**src/rtl/hwpe_ctrl_vfpu_package.sv**
```systemverilog
// -----------------------------------------------------------------------------
// hwpe_ctrl_vfpu_package
// Shared types for the vfpu engine and the job-level stream sequencer in front
// of it: single-precision operand type, operation / rounding enums, the
// control and sticky-flag bundles, plus the sequencer FSM state and job record.
// -----------------------------------------------------------------------------
package hwpe_ctrl_vfpu_package;

  typedef logic [31:0] fp_t;

  typedef enum logic [1:0] {
    FP_OP_ADD = 2'd0,
    FP_OP_SUB = 2'd1,
    FP_OP_MUL = 2'd2,
    FP_OP_DIV = 2'd3
  } fp_op_t;

  typedef enum logic [1:0] {
    FP_RM_NEAREST  = 2'd0,
    FP_RM_ZERO     = 2'd1,
    FP_RM_PLUSINF  = 2'd2,
    FP_RM_MINUSINF = 2'd3
  } fp_rm_t;

  typedef struct packed {
    fp_op_t op;
    fp_rm_t rm;
  } ctrl_vfpu_t;

  // IEEE-754 exception flags: invalid, divide-by-zero, overflow, underflow,
  // inexact.
  typedef struct packed {
    logic nv;
    logic dz;
    logic of;
    logic uf;
    logic nx;
  } flags_vfpu_t;

  typedef enum logic [2:0] {
    SEQ_IDLE  = 3'd0,
    SEQ_RUN   = 3'd1,
    SEQ_DRAIN = 3'd2,
    SEQ_FLUSH = 3'd3,
    SEQ_DONE  = 3'd4
  } seq_state_e;

  // The job length is stored at its widest supported size; the sequencer
  // zero-extends its LEN_W-wide counters before comparing against it.
  localparam int unsigned SEQ_MAX_LEN_W = 32;

  typedef struct packed {
    logic [SEQ_MAX_LEN_W-1:0] len;
    fp_op_t                   op;
    fp_rm_t                   rm;
  } seq_job_t;

  localparam int unsigned SEQ_DEF_FIFO_DEPTH = 4;

endpackage

```
**src/rtl/vfpu_result_fifo.sv**
```systemverilog
// -----------------------------------------------------------------------------
// vfpu_result_fifo
// Registered result FIFO between the vfpu and the result stream. A pushed
// entry becomes visible on data_o the cycle after the push. Push and pop in
// the same cycle are allowed even when full. flush_i empties the FIFO and
// wins over a simultaneous push.
//
// Ports:
//   clk_i, rst_ni   clock, asynchronous active-low reset
//   flush_i         drop all entries
//   push_i, data_i  write side
//   pop_i           consume the head entry
//   data_o          head entry (0 while empty)
//   count_o         number of stored entries
//   empty_o, full_o status
// -----------------------------------------------------------------------------
module vfpu_result_fifo
  import hwpe_ctrl_vfpu_package::*;
#(
  parameter int unsigned DEPTH = SEQ_DEF_FIFO_DEPTH
) (
  input  logic                   clk_i,
  input  logic                   rst_ni,
  input  logic                   flush_i,
  input  logic                   push_i,
  input  fp_t                    data_i,
  input  logic                   pop_i,
  output fp_t                    data_o,
  output logic [$clog2(DEPTH):0] count_o,
  output logic                   empty_o,
  output logic                   full_o
);

  localparam int unsigned AW = $clog2(DEPTH);
  localparam int unsigned CW = AW + 1;

  fp_t           mem_q [DEPTH];
  logic [AW-1:0] wr_ptr_q, rd_ptr_q;
  logic [CW-1:0] count_q;
  logic          do_push, do_pop;

  assign empty_o = (count_q == '0);
  assign full_o  = (count_q == CW'(DEPTH));
  assign count_o = count_q;

  assign do_pop  = pop_i && !empty_o;
  assign do_push = push_i && (!full_o || pop_i);

  always_ff @(posedge clk_i or negedge rst_ni) begin
    if (!rst_ni) begin
      wr_ptr_q <= '0;
      rd_ptr_q <= '0;
      count_q  <= '0;
    end else if (flush_i) begin
      wr_ptr_q <= '0;
      rd_ptr_q <= '0;
      count_q  <= '0;
    end else begin
      if (do_push) wr_ptr_q <= wr_ptr_q + AW'(1);
      if (do_pop)  rd_ptr_q <= rd_ptr_q + AW'(1);
      case ({do_push, do_pop})
        2'b10:   count_q <= count_q + CW'(1);
        2'b01:   count_q <= count_q - CW'(1);
        default: count_q <= count_q;
      endcase
    end
  end

  // NOTE: the storage array has no reset; only the pointers and count do.
  // Stale entries are never observable because data_o is masked while empty.
  always_ff @(posedge clk_i) begin
    if (do_push && !flush_i) mem_q[wr_ptr_q] <= data_i;
  end

  assign data_o = empty_o ? '0 : mem_q[rd_ptr_q];

endmodule

```
**src/rtl/vfpu_stream_sequencer.sv**
```systemverilog
// -----------------------------------------------------------------------------
// vfpu_stream_sequencer
// Job-level controller in front of the vfpu. A job (len, op, rm) is latched on
// start_i; operand pairs are forwarded to the vfpu one per cycle, results are
// buffered in a registered FIFO and streamed out with valid/ready, and the
// vfpu flags are OR-ed into a sticky flags_o. done_o pulses once all results
// of the job have been consumed. clear_i aborts a running job (FLUSH).
//
// Issue is gated by a reservation rule: in-flight ops plus buffered results
// never exceed FIFO_DEPTH, so every returning result has a FIFO slot.
//
// Optional build macro VFPU_SEQ_TIMEOUT_EN adds the TIMEOUT_CYC parameter, a
// watchdog counter and the timeout_o output.
//
// Ports:
//   clk_i, rst_ni, clear_i           clock, async active-low reset, soft abort
//   start_i, len_i, op_i, rm_i       job request (sampled in IDLE)
//   busy_o, done_o, flags_o          job status
//   opA_i, opB_i, opnd_valid_i/ready operand stream in
//   res_o, res_valid_o, res_ready_i  result stream out
//   vfpu_*                           vfpu engine interface
//   timeout_o                        watchdog expiry (macro builds only)
// -----------------------------------------------------------------------------
module vfpu_stream_sequencer
  import hwpe_ctrl_vfpu_package::*;
#(
  parameter int unsigned LEN_W      = 16,
  parameter int unsigned FIFO_DEPTH = SEQ_DEF_FIFO_DEPTH
`ifdef VFPU_SEQ_TIMEOUT_EN
  ,
  parameter int unsigned TIMEOUT_CYC = 256
`endif
) (
  input  logic             clk_i,
  input  logic             rst_ni,
  input  logic             clear_i,
  input  logic             start_i,
  input  logic [LEN_W-1:0] len_i,
  input  fp_op_t           op_i,
  input  fp_rm_t           rm_i,
  output logic             busy_o,
  output logic             done_o,
  output flags_vfpu_t      flags_o,
  input  fp_t              opA_i,
  input  fp_t              opB_i,
  input  logic             opnd_valid_i,
  output logic             opnd_ready_o,
  output fp_t              res_o,
  output logic             res_valid_o,
  input  logic             res_ready_i,
  output fp_t              vfpu_opA_o,
  output fp_t              vfpu_opB_o,
  output ctrl_vfpu_t       vfpu_ctrl_o,
  output logic             vfpu_valid_o,
  input  logic             vfpu_ready_i,
  input  fp_t              vfpu_result_i,
  input  flags_vfpu_t      vfpu_flags_i,
  input  logic             vfpu_done_i
`ifdef VFPU_SEQ_TIMEOUT_EN
  ,
  output logic             timeout_o
`endif
);

  localparam int unsigned CNT_W = $clog2(FIFO_DEPTH) + 1;
  localparam int unsigned SUM_W = CNT_W + 1;

  seq_state_e       state_q, state_d;
  seq_job_t         job_q, job_d;
  logic [LEN_W-1:0] issued_q, issued_d;
  logic [LEN_W-1:0] completed_q, completed_d;
  logic [CNT_W-1:0] inflight_q, inflight_d;
  flags_vfpu_t      flags_q, flags_d;

  logic [CNT_W-1:0] fifo_count;
  logic             fifo_empty, fifo_full;
  logic             flush, room, all_issued, all_done;
  logic             issue, done_ok, push, pop, wd_fire;

  // ---------------------------------------------------------------------------
  // Handshake / bookkeeping terms
  // ---------------------------------------------------------------------------
  assign flush      = clear_i && (state_q != SEQ_IDLE);
  assign all_issued = (SEQ_MAX_LEN_W'(issued_q) == job_q.len);
  assign all_done   = (SEQ_MAX_LEN_W'(completed_q) == job_q.len);
  assign room       = (SUM_W'(inflight_q) + SUM_W'(fifo_count)) < SUM_W'(FIFO_DEPTH);

  assign issue = (state_q == SEQ_RUN) && !clear_i && opnd_valid_i && vfpu_ready_i &&
                 !all_issued && room;

  // A vfpu completion with nothing in flight is a protocol error and ignored.
  assign done_ok = vfpu_done_i && (inflight_q != '0);

  // Completions arriving while flushing (or in the abort cycle) are dropped.
  assign pop  = res_valid_o && res_ready_i;
  assign push = done_ok && !clear_i && (state_q inside {SEQ_RUN, SEQ_DRAIN}) &&
                (!fifo_full || pop);

  // ---------------------------------------------------------------------------
  // Optional watchdog
  // ---------------------------------------------------------------------------
`ifdef VFPU_SEQ_TIMEOUT_EN
  localparam int unsigned WD_W = $clog2(TIMEOUT_CYC + 1);

  logic [WD_W-1:0] wd_q, wd_d;
  logic            timeout_q, timeout_d;
  logic            wd_active;

  assign wd_active = (state_q inside {SEQ_RUN, SEQ_DRAIN, SEQ_FLUSH}) &&
                     (inflight_q != '0) && !vfpu_done_i;
  assign wd_fire   = wd_active && (wd_q == WD_W'(TIMEOUT_CYC - 1));

  always_comb begin
    wd_d      = (wd_active && !wd_fire) ? wd_q + WD_W'(1) : '0;
    timeout_d = timeout_q | wd_fire;
    if (state_q == SEQ_IDLE && start_i) timeout_d = 1'b0;
  end

  always_ff @(posedge clk_i or negedge rst_ni) begin
    if (!rst_ni) begin
      wd_q      <= '0;
      timeout_q <= 1'b0;
    end else begin
      wd_q      <= wd_d;
      timeout_q <= timeout_d;
    end
  end

  assign timeout_o = timeout_q;
`else
  assign wd_fire = 1'b0;
`endif

  // ---------------------------------------------------------------------------
  // Datapath next-state: job record, counters, sticky flags
  // ---------------------------------------------------------------------------
  // NOTE: every variable assigned in an always_comb gets a default at the top
  // so no path leaves it unassigned and no latch is inferred.
  always_comb begin
    job_d       = job_q;
    issued_d    = issued_q;
    completed_d = completed_q;
    inflight_d  = inflight_q;
    flags_d     = flags_q;

    if (state_q == SEQ_IDLE && start_i) begin
      job_d       = '{len: SEQ_MAX_LEN_W'(len_i), op: op_i, rm: rm_i};
      issued_d    = '0;
      completed_d = '0;
      flags_d     = '0;
    end

    if (issue) issued_d = issued_q + LEN_W'(1);

    if (push) begin
      completed_d = completed_q + LEN_W'(1);
      flags_d     = flags_q | vfpu_flags_i;
    end

    case ({issue, done_ok})
      2'b10:   inflight_d = inflight_q + CNT_W'(1);
      2'b01:   inflight_d = inflight_q - CNT_W'(1);
      default: inflight_d = inflight_q;
    endcase

    if (wd_fire) inflight_d = '0;
  end

  // ---------------------------------------------------------------------------
  // FSM: next-state
  // ---------------------------------------------------------------------------
  always_comb begin
    state_d = state_q;
    case (state_q)
      SEQ_IDLE: begin
        if (start_i) state_d = (len_i == '0) ? SEQ_DONE : SEQ_RUN;
      end
      SEQ_RUN: begin
        if (flush)           state_d = SEQ_FLUSH;
        else if (wd_fire)    state_d = SEQ_DONE;
        else if (all_issued) state_d = SEQ_DRAIN;
      end
      SEQ_DRAIN: begin
        if (flush)        state_d = SEQ_FLUSH;
        else if (wd_fire) state_d = SEQ_DONE;
        else if ((inflight_q == '0) && fifo_empty && all_done) state_d = SEQ_DONE;
      end
      SEQ_FLUSH: begin
        if (wd_fire || (inflight_q == '0)) state_d = SEQ_IDLE;
      end
      SEQ_DONE: begin
        state_d = flush ? SEQ_FLUSH : SEQ_IDLE;
      end
      default: state_d = SEQ_IDLE;
    endcase
  end

  // ---------------------------------------------------------------------------
  // State register
  // ---------------------------------------------------------------------------
  // NOTE: sequential state is updated with non-blocking assignments only, so
  // every register samples the pre-edge value of the others.
  always_ff @(posedge clk_i or negedge rst_ni) begin
    if (!rst_ni) begin
      state_q     <= SEQ_IDLE;
      job_q       <= '{len: '0, op: FP_OP_ADD, rm: FP_RM_NEAREST};
      issued_q    <= '0;
      completed_q <= '0;
      inflight_q  <= '0;
      flags_q     <= '0;
    end else begin
      state_q     <= state_d;
      job_q       <= job_d;
      issued_q    <= issued_d;
      completed_q <= completed_d;
      inflight_q  <= inflight_d;
      flags_q     <= flags_d;
    end
  end

  // ---------------------------------------------------------------------------
  // FSM outputs
  // ---------------------------------------------------------------------------
  always_comb begin
    busy_o       = (state_q != SEQ_IDLE);
    done_o       = (state_q == SEQ_DONE);
    opnd_ready_o = issue;
    vfpu_valid_o = opnd_valid_i && issue;
  end

  assign vfpu_opA_o  = opA_i;
  assign vfpu_opB_o  = opB_i;
  assign vfpu_ctrl_o = '{op: job_q.op, rm: job_q.rm};
  assign flags_o     = flags_q;

  // ---------------------------------------------------------------------------
  // Result buffer
  // ---------------------------------------------------------------------------
  vfpu_result_fifo #(
    .DEPTH (FIFO_DEPTH)
  ) u_result_fifo (
    .clk_i   (clk_i),
    .rst_ni  (rst_ni),
    .flush_i (flush),
    .push_i  (push),
    .data_i  (vfpu_result_i),
    .pop_i   (pop),
    .data_o  (res_o),
    .count_o (fifo_count),
    .empty_o (fifo_empty),
    .full_o  (fifo_full)
  );

  assign res_valid_o = !fifo_empty;

endmodule
```
**config.mk**
```make
export PLATFORM = sky130hd
export DESIGN_NAME = vfpu_stream_sequencer
export DESIGN_NICKNAME = d
export VERILOG_FILES = /design/src/rtl/hwpe_ctrl_vfpu_package.sv /design/src/rtl/vfpu_result_fifo.sv /design/src/rtl/vfpu_stream_sequencer.sv
export SDC_FILE = /design/constraint.sdc
export NUM_CORES = 1
export LEC_CHECK = 0
export ABC_CLOCK_PERIOD_IN_PS = 9400
export BUFFER_PORTS_ARGS = -buffer_cell sky130_fd_sc_hd__buf_2
export CAP_MARGIN = 20
export CORE_MARGIN = 2
export CORE_UTILIZATION = 48
export DETAILED_ROUTE_END_ITERATION = 12
export HOLD_SLACK_MARGIN = 0.1
export PLACE_DENSITY = 0.73
export SETUP_SLACK_MARGIN = 0.15
export SLEW_MARGIN = 20
export SYNTH_ARGS = -nofsm -noshare
export SYNTH_HDL_FRONTEND = slang
export SYNTH_HIERARCHICAL = 1
export SYNTH_SLANG_ARGS = --single-unit
```
**constraint.sdc**
```tcl
create_clock -name clk_i -period 9.4 [get_ports clk_i]
set_clock_uncertainty 0.15 [all_clocks]
set_input_delay 0.94 -clock clk_i [delete_from_list [all_inputs] [get_ports clk_i]]
set_output_delay 0.94 -clock clk_i [all_outputs]
set_load 0.05 [all_outputs]
```
==> results of run 1 <==
synth_stat cells, types with 3 or more instances:
master	count	area share, %
and2_1	11	0.73
and2b_1	9	0.72
nor3_1	9	0.48
mux2i_1	16	1.7
and3_1	6	0.40
ha_1	9	1.2
edfxtp_1	128	41
nor4_1	6	0.40
a31oi_1	3	0.20
nor2_1	26	1.0
buf_4	69	5.5
a21oi_1	13	0.69
o21ai_0	16	0.85
o31ai_1	3	0.24
buf_2	13	0.69
nand4_1	19	1.3
nand2_1	96	3.8
dfrtp_1	70	19
inv_1	17	0.68
xor2_1	10	0.93
xnor2_1	34	3.2
or3_1	3	0.20
nor2b_1	26	1.7
nand3_1	18	0.96
mux4_2	32	7.7
clkbuf_1	9	0.36
o21ai_1	4	0.21
buf_6	6	0.72
registers in the layout (all words and copies together), names as in the netlist:
name,count
completed_q,16
flags_o,5
inflight_q,3
issued_q,16
job_q,16
state_q,3
u_result_fifo/count_o,3
u_result_fifo/mem_q,128
u_result_fifo/rd_ptr_q,2
u_result_fifo/wr_ptr_q,2
vfpu_ctrl_o,4
layout make-up:
type / instances / area [sq um] / share of cell area (%)
clock buffers: 17 / 425 / 4.16
clock inverters: 15 / 194 / 1.89
inverters: 18 / 72.6 / 0.709
multi-input cells: 399 / 2990 / 29.2
flip-flops and latches: 198 / 5600 / 54.7
well taps: 265 / 332 / 3.24
repair buffers: 120 / 626 / 6.11
where the power goes:
part	total (mW)	leakage (nW)	internal, mW	switching [mW]
Sequential	1.14	2.08	1.03	0.104
Clock	0.738	0.300	0.365	0.373
Combinational	0.738	1.69	0.259	0.480
critical path: stages, from the launching register on:
cell and delay [ns]:
dfrtp_1 0.63, nor3_4 0.07, buf_4 0.26, nor2b_1 0.72, nand2b_1 0.19, nand4_1 0.41
inv_1 0.67, inv_1 0.23, nor3_1 0.32, and2_1 0.76, buf_4 0.40
final timing paths:
kind | from | endpoint | slack, ns | depth (start not counted)
max in group asynchronous | rst_ni | u_result_fifo/rd_ptr_q[0] | 7.90 | 2
hold reg to reg | vfpu_ctrl_o[2] | vfpu_ctrl_o[2] | 0.32 | 2
setup / recovery | u_result_fifo/count_o[1] | u_result_fifo/mem_q[2][28] | 4.27 | 10
setup reg to reg | u_result_fifo/count_o[1] | u_result_fifo/mem_q[2][28] | 4.27 | 10
min in group asynchronous | rst_ni | issued_q[12] | 0.56 | 2
hold / removal | vfpu_ctrl_o[2] | vfpu_ctrl_o[2] | 0.32 | 2
layer usage:
layer	routed length [um]	track usage (%)	share of wire [%]
met1	7890	24.3	42
met3	834	3.77	4.5
met4	1040	11.4	5.6
met5	0	0	0
met2	8840	29.2	48
placed cells by master (no fill, tap or decap), types with 4 or more instances in the layout:
master	n
a21oi_1	13
and2_1	11
and2b_1	9
and3_1	6
buf_2	110
buf_4	10
clkbuf_16	17
clkinv_8	6
dfrtp_1	69
edfxtp_1	128
ha_1	9
inv_1	17
inv_8	4
mux2i_1	16
mux4_2	32
nand2_1	96
nand3_1	18
nand4_1	19
nor2_1	26
nor2b_1	26
nor3_1	9
nor4_1	6
o21ai_0	16
o21ai_1	4
xnor2_1	34
xor2_1	10
cell families after synthesis:
group	count (synthesis)	share of synthesized area, %
AND/OR/NAND/NOR	239	12.8
flip-flops	198	59.7
buffers and inverters	118	8.54
AO/OA/AOI/OAI	53	3.38
multiplexers	52	9.87
XOR/XNOR	44	4.11
adder cells (fa/ha/maj)	11	1.63
==> results.md, run 1 <==
- Final Hold Viols: 0
- Overflow after GRT: 0
- Max Slew Vio Count: 0
- Total I/O pin count: 239
- Final worst slack: 4.27 ns
- Max FO, Critical Path: 36
- Power Density: ~260 nW/um^2
- Actual slew at the worst max-slew pin: between 0.9 and 1 ns
- Largest net degree at the start of global routing: 71
- FF+latch count, synth: between 150 and 200
- Status: completed
- Vias in the first global route: 5302
- Die height: 144 um
- Hold Buf Count CTS: 0
- Worst hold margin: 0.318 ns
- Final HPWL DP: 12500 um
- Async SR Flop Fraction: a little over a third
- Crit path required time: 9.37 ns
- Post-route cell area: 10200 sq um
- Initial Util: 48.5%
- Min-Delay Path Class: reg -> reg
- Row cnt: 51
- Mapped Area: 9380 sq um
- Post-synth EDFFs: 128
- Die ar.: 20700 sq um
- DRC Markers: 0
- Place WS: 4.18 ns
- Total Power: ~2.6 mW
- Finish-stage setup viols: 0
- Area grow syn2layout: 9.12%
- # Post-CTS Setup Buffers: 0
- Final nets: 894
- Fillers: 1593
- Die width: 144 um
- Static Leak: just over 4 nW
- Warnings from Yosys: 6
- Clk slew on worst S/H paths: 0.07 ns
- CTS tree: built
- Root cell of the clock tree: clkbuf_16
- Cell Count, Final, Fillers Out: roughly 1000
- Total negative slack: 0 ns
- Post-Syn Area per Cell: approximately 13 sq um
- Synth Flop Type: edfxtp_1
- GRT Overall Usage: 18.7%
- Pre-antenna DRT Iters: 4
- Crit path DAT: 5.10 ns
- DR vias: roughly 5400
- Initial antenna violation count: 0
- Routed WL per cell: 18.0 um
- Worst VDD drop: ~0.16 mV
- First-pass GRT wire length: 28900 um
- Synthesized instance count: between 700 and 800
- Fmax: 0.195 GHz
- Post-synthesis sequential area ratio: roughly three fifths
- Unrepaired setup endpoints after global routing: no
- Fin crit period: 5.13 ns
- CTS H-tree lvls: 4
- DP Area: 9620 sq um
- Placed cells: 1000
- Antenna-violating nets left: 0
- N_diodes: 0
- Critical Path End Type: register
- Core area: between 15000 and 20000 sq um
- IO Port Bufs: between 100 and 150
- Clk sinks: 198
- CP Class: reg -> reg
- Skew-Pair Late Insertion Delay: 0.44 ns
- Slew margin rel.: approximately two fifths
- Final Util: between 50% and 60%
- DRT iter0 DRCs: between 400 and 500
- Layout cells sized above 1: around 25%
- GPL Wtd Cong: roughly 0.76
- Final WL: ~19000 um
- Final Cycle Share: about 55%
- CTS max path bufs: 2
- Yosys cell types: 55
- CTS Buf Count: 17
- Post-CTS Resized: 0
- Mapped Nets: 855
- Vias/cell: 5.25
- Number of max-cap violations: 0
- Setup crit start kind: register
(Power assumes the default switching activity.)
==> inputs of run 2 (changes only) <==
--- a/config.mk
+++ b/config.mk
@@ -5,14 +5,14 @@
 export SDC_FILE = /design/constraint.sdc
 export NUM_CORES = 1
 export LEC_CHECK = 0
-export ABC_CLOCK_PERIOD_IN_PS = 9400
+export ABC_CLOCK_PERIOD_IN_PS = 4400
 export BUFFER_PORTS_ARGS = -buffer_cell sky130_fd_sc_hd__buf_2
 export CAP_MARGIN = 20
 export CORE_MARGIN = 2
 export CORE_UTILIZATION = 48
 export DETAILED_ROUTE_END_ITERATION = 12
 export HOLD_SLACK_MARGIN = 0.1
-export PLACE_DENSITY = 0.73
+export PLACE_DENSITY = 0.76
 export SETUP_SLACK_MARGIN = 0.15
 export SLEW_MARGIN = 20
 export SYNTH_ARGS = -nofsm -noshare
==> constraint.sdc (replaced) <==
create_clock -name clk_i -period 4.4 [get_ports clk_i]
set_clock_uncertainty 0.15 [all_clocks]
set_input_delay 0.44 -clock clk_i [delete_from_list [all_inputs] [get_ports clk_i]]
set_output_delay 0.44 -clock clk_i [all_outputs]
set_load 0.05 [all_outputs]
==> results.md, run 2 (synthesized netlist as in run 1, its figures left out) <==
- Min-Delay Path Class: in -> reg
- Initial Util: 48.5% (unchanged)
- Final WL: 19800 um (+6.4%)
- Final Hold Viols: 0 (unchanged)
- DRT iter0 DRCs: 315 (-27%)
- Static Leak: 4.35 nW (+6.8%)
- HP Start: clear_i
- R2r endpoint: u_result_fifo/mem_q[3][5]
- Flop pwr share: 42.6% (-0.9 points)
- Worst flop-to-flop path startpoint: u_result_fifo/count_o[1]
- Crit path DAT: 3.55 ns (-1.55 ns)
- Clk sinks: 198 (unchanged)
- Final nets: 956 (+6.9%)
- CP max stage cell: dfrtp_1
- IO Port Bufs: 110 (unchanged)
- CTS tree: built
- Core area: 19300 sq um (unchanged)
- Final worst slack: 0.837 ns (-3.44 ns)
- Commonest non-fill, non-tap cells in the layout: edfxtp_1, buf_2, nand2_1
- Worst-path cell chain: nor3_4 > nor2b_1 > buf_4 > nand2b_1 > nand4_1 > buf_4 > inv_1 > buf_4 > inv_1 > nor3_1 > and2_1 > buf_4
- GRT Overall Usage: 19.7% (+0.95 points)
- DR vias: 5783 (+6.7%)
- Overflow after GRT: 0 (unchanged)
- Hold Path End: state_q[2]
- GPL Wtd Cong: 0.815 (+6.6%)
- N_diodes: 0 (unchanged)
- Cell Count, Final, Fillers Out: 1094 (+6.0%)
- Fmax: 0.281 GHz (+44%)
- Number of max-cap violations: 0 (unchanged)
- Reg with most FFs: u_result_fifo/mem_q
- Layout cells sized above 1: 23.8% (-1.3 points)
- Unrepaired setup endpoints after global routing: no
- Largest net degree at the start of global routing: 44 (-38%)
- DRC Markers: 0 (unchanged)
- Critical Path End Type: register
- CTS H-tree lvls: 4 (unchanged)
- Place WS: 0.856 ns (-3.32 ns)
- Skew-Pair Late Insertion Delay: 0.44 ns (about the same)
- Slowest Stage Delay on Critical Path: 0.63 ns (-0.13 ns)
- Vias/cell: 5.29 (+0.61%)
- Antenna-violating nets left: 0 (unchanged)
- Comb power frac: 28.4% (about the same)
- Worst setup path start: u_result_fifo/count_o[1]
- Slew margin rel.: 43.4% (+4.0 points)
- Setup crit start kind: register
- Post-CTS Resized: 0 (unchanged)
- Row cnt: 51 (unchanged)
- First-pass GRT wire length: 30600 um (+5.8%)
- CTS Buf Count: 17 (unchanged)
- Pre-antenna DRT Iters: 5 (+1)
- Die width: 144 um (unchanged)
- Worst VDD drop: 0.324 mV (+110%)
- Crit path buffers/inverters: 6 (+2)
- Most Frequent Cell on Critical Path: buf_4
- Worst Reg-to-Reg Cells: 12 (+2)
- Total I/O pin count: 239 (unchanged)
- Worst hold margin: 0.224 ns (-0.0939 ns)
- Final Cycle Share: 81.0% (+26 points)
- Power Density: 528 nW/um^2 (+110%)
- Area grow syn2layout: 15.9%
- Power share of the clock group: 29.0% (+0.8 points)
- CP Class: reg -> reg
- Int Power: 3.65 mW (+120%)
- Register-to-register setup slack: 0.84 ns (-3.44 ns)
- Worst Hold Path Cells: 3 (+1)
- Die height: 144 um (unchanged)
- Routed WL per cell: 18.1 um (+0.40%)
- Root cell of the clock tree: clkbuf_16
- Clk slew on worst S/H paths: 0.07 ns (about the same)
- Sw Ratio: 36.4% (-0.21 points)
- Final HPWL DP: 12500 um (+0.21%)
- Initial antenna violation count: 0 (unchanged)
- Sw Pwr: 2.09 mW (+120%)
- Most common cell after layout, fill and taps aside: edfxtp_1
- Placed cells: 1004 (+0.40%)
- Max Slew Vio Count: 0 (unchanged)
- Crit path required time: 4.38 ns (-4.99 ns)
- Vias in the first global route: 5751 (+8.5%)
- Total negative slack: 0 ns (unchanged)
- Fin crit period: 3.56 ns (-1.56 ns)
- Die ar.: 20700 sq um (unchanged)
- Status: completed
- CTS max path bufs: 2 (unchanged)
- CP top delay family: simple AND/OR/NAND/NOR gates
- Actual slew at the worst max-slew pin: 0.846 ns (-0.0634 ns)
- Finish-stage setup viols: 0 (unchanged)
- Max FO, Critical Path: 20 (-44%)
- Largest register FFs: 128 (unchanged)
## run 2: changes by cell type in the layout (fill, tap and decap cells not counted), moves of 2 or more
cell,previous run,this run
clkinv_8,6,2
buf_4,10,14
clkinv_4,2,0
dlygate4sd3_1,0,58
inv_12,1,5
## run 2: how the worst max path moves through the flow
stage / to / cells after the start / slack (ns)
2_1_floorplan: u_result_fifo/mem_q[0][0] / 13 / 0.92
3_3_place_gp: u_result_fifo/mem_q[3][15] / 12 / 0.93
3_5_place_dp: u_result_fifo/mem_q[3][15] / 12 / 0.86
4_1_cts: u_result_fifo/mem_q[3][29] / 12 / 0.84
5_1_grt: u_result_fifo/mem_q[3][25] / 12 / 0.50
6_report: u_result_fifo/mem_q[3][5] / 12 / 0.84
## run 2: through the flow
stage	area (sq um)	util [%]	power [mW]
2_1_floorplan	9380	-	3.86
3_3_place_gp	9650	49.9	4.04
3_5_place_dp	9650	49.9	4.08
4_1_cts	10900	56.2	5.78
5_1_grt	10900	56.2	6.02
6_report	10900	56.2	5.74
## run 2: worst min-delay path, stage by stage
cell	delay, ns
buf_2	0.14
mux2_2	0.16
nor4_1	0.04
## run 2: layer usage
metal	track usage (%)	part of all wire [%]
met3	4.20	5.3
met2	32.2	50
met4	11.9	5.2
met5	0	0
met1	24.1	39
## run 2: power groups by stage
| stage | registers, mW | logic, mW | clock network [mW] |
|---|---|---|---|
| floorplan | 2.43 | 1.43 | 0 |
| global placement | 2.48 | 1.57 | 0 |
| detailed placement | 2.48 | 1.60 | 0 |
| CTS | 2.45 | 1.64 | 1.69 |
| global route | 2.48 | 1.78 | 1.76 |
| finish | 2.45 | 1.63 | 1.66 |
## run 2: area by class of cell
class	count	area (sq um)
Clock buffer	17	425
Tap cell	265	332
Sequential cell	198	5600
Inverter	18	72.6
Clock inverter	15	218
Timing Repair Buffer	182	1240
Fill cell	1484	8460
Multi-Input combinational cell	399	2990
## run 2: timing repair
item / CTS / global route
setup buffers: 0 / 0
hold buffers: 58 / 0
endpoints found under the hold margin: 184 / 0
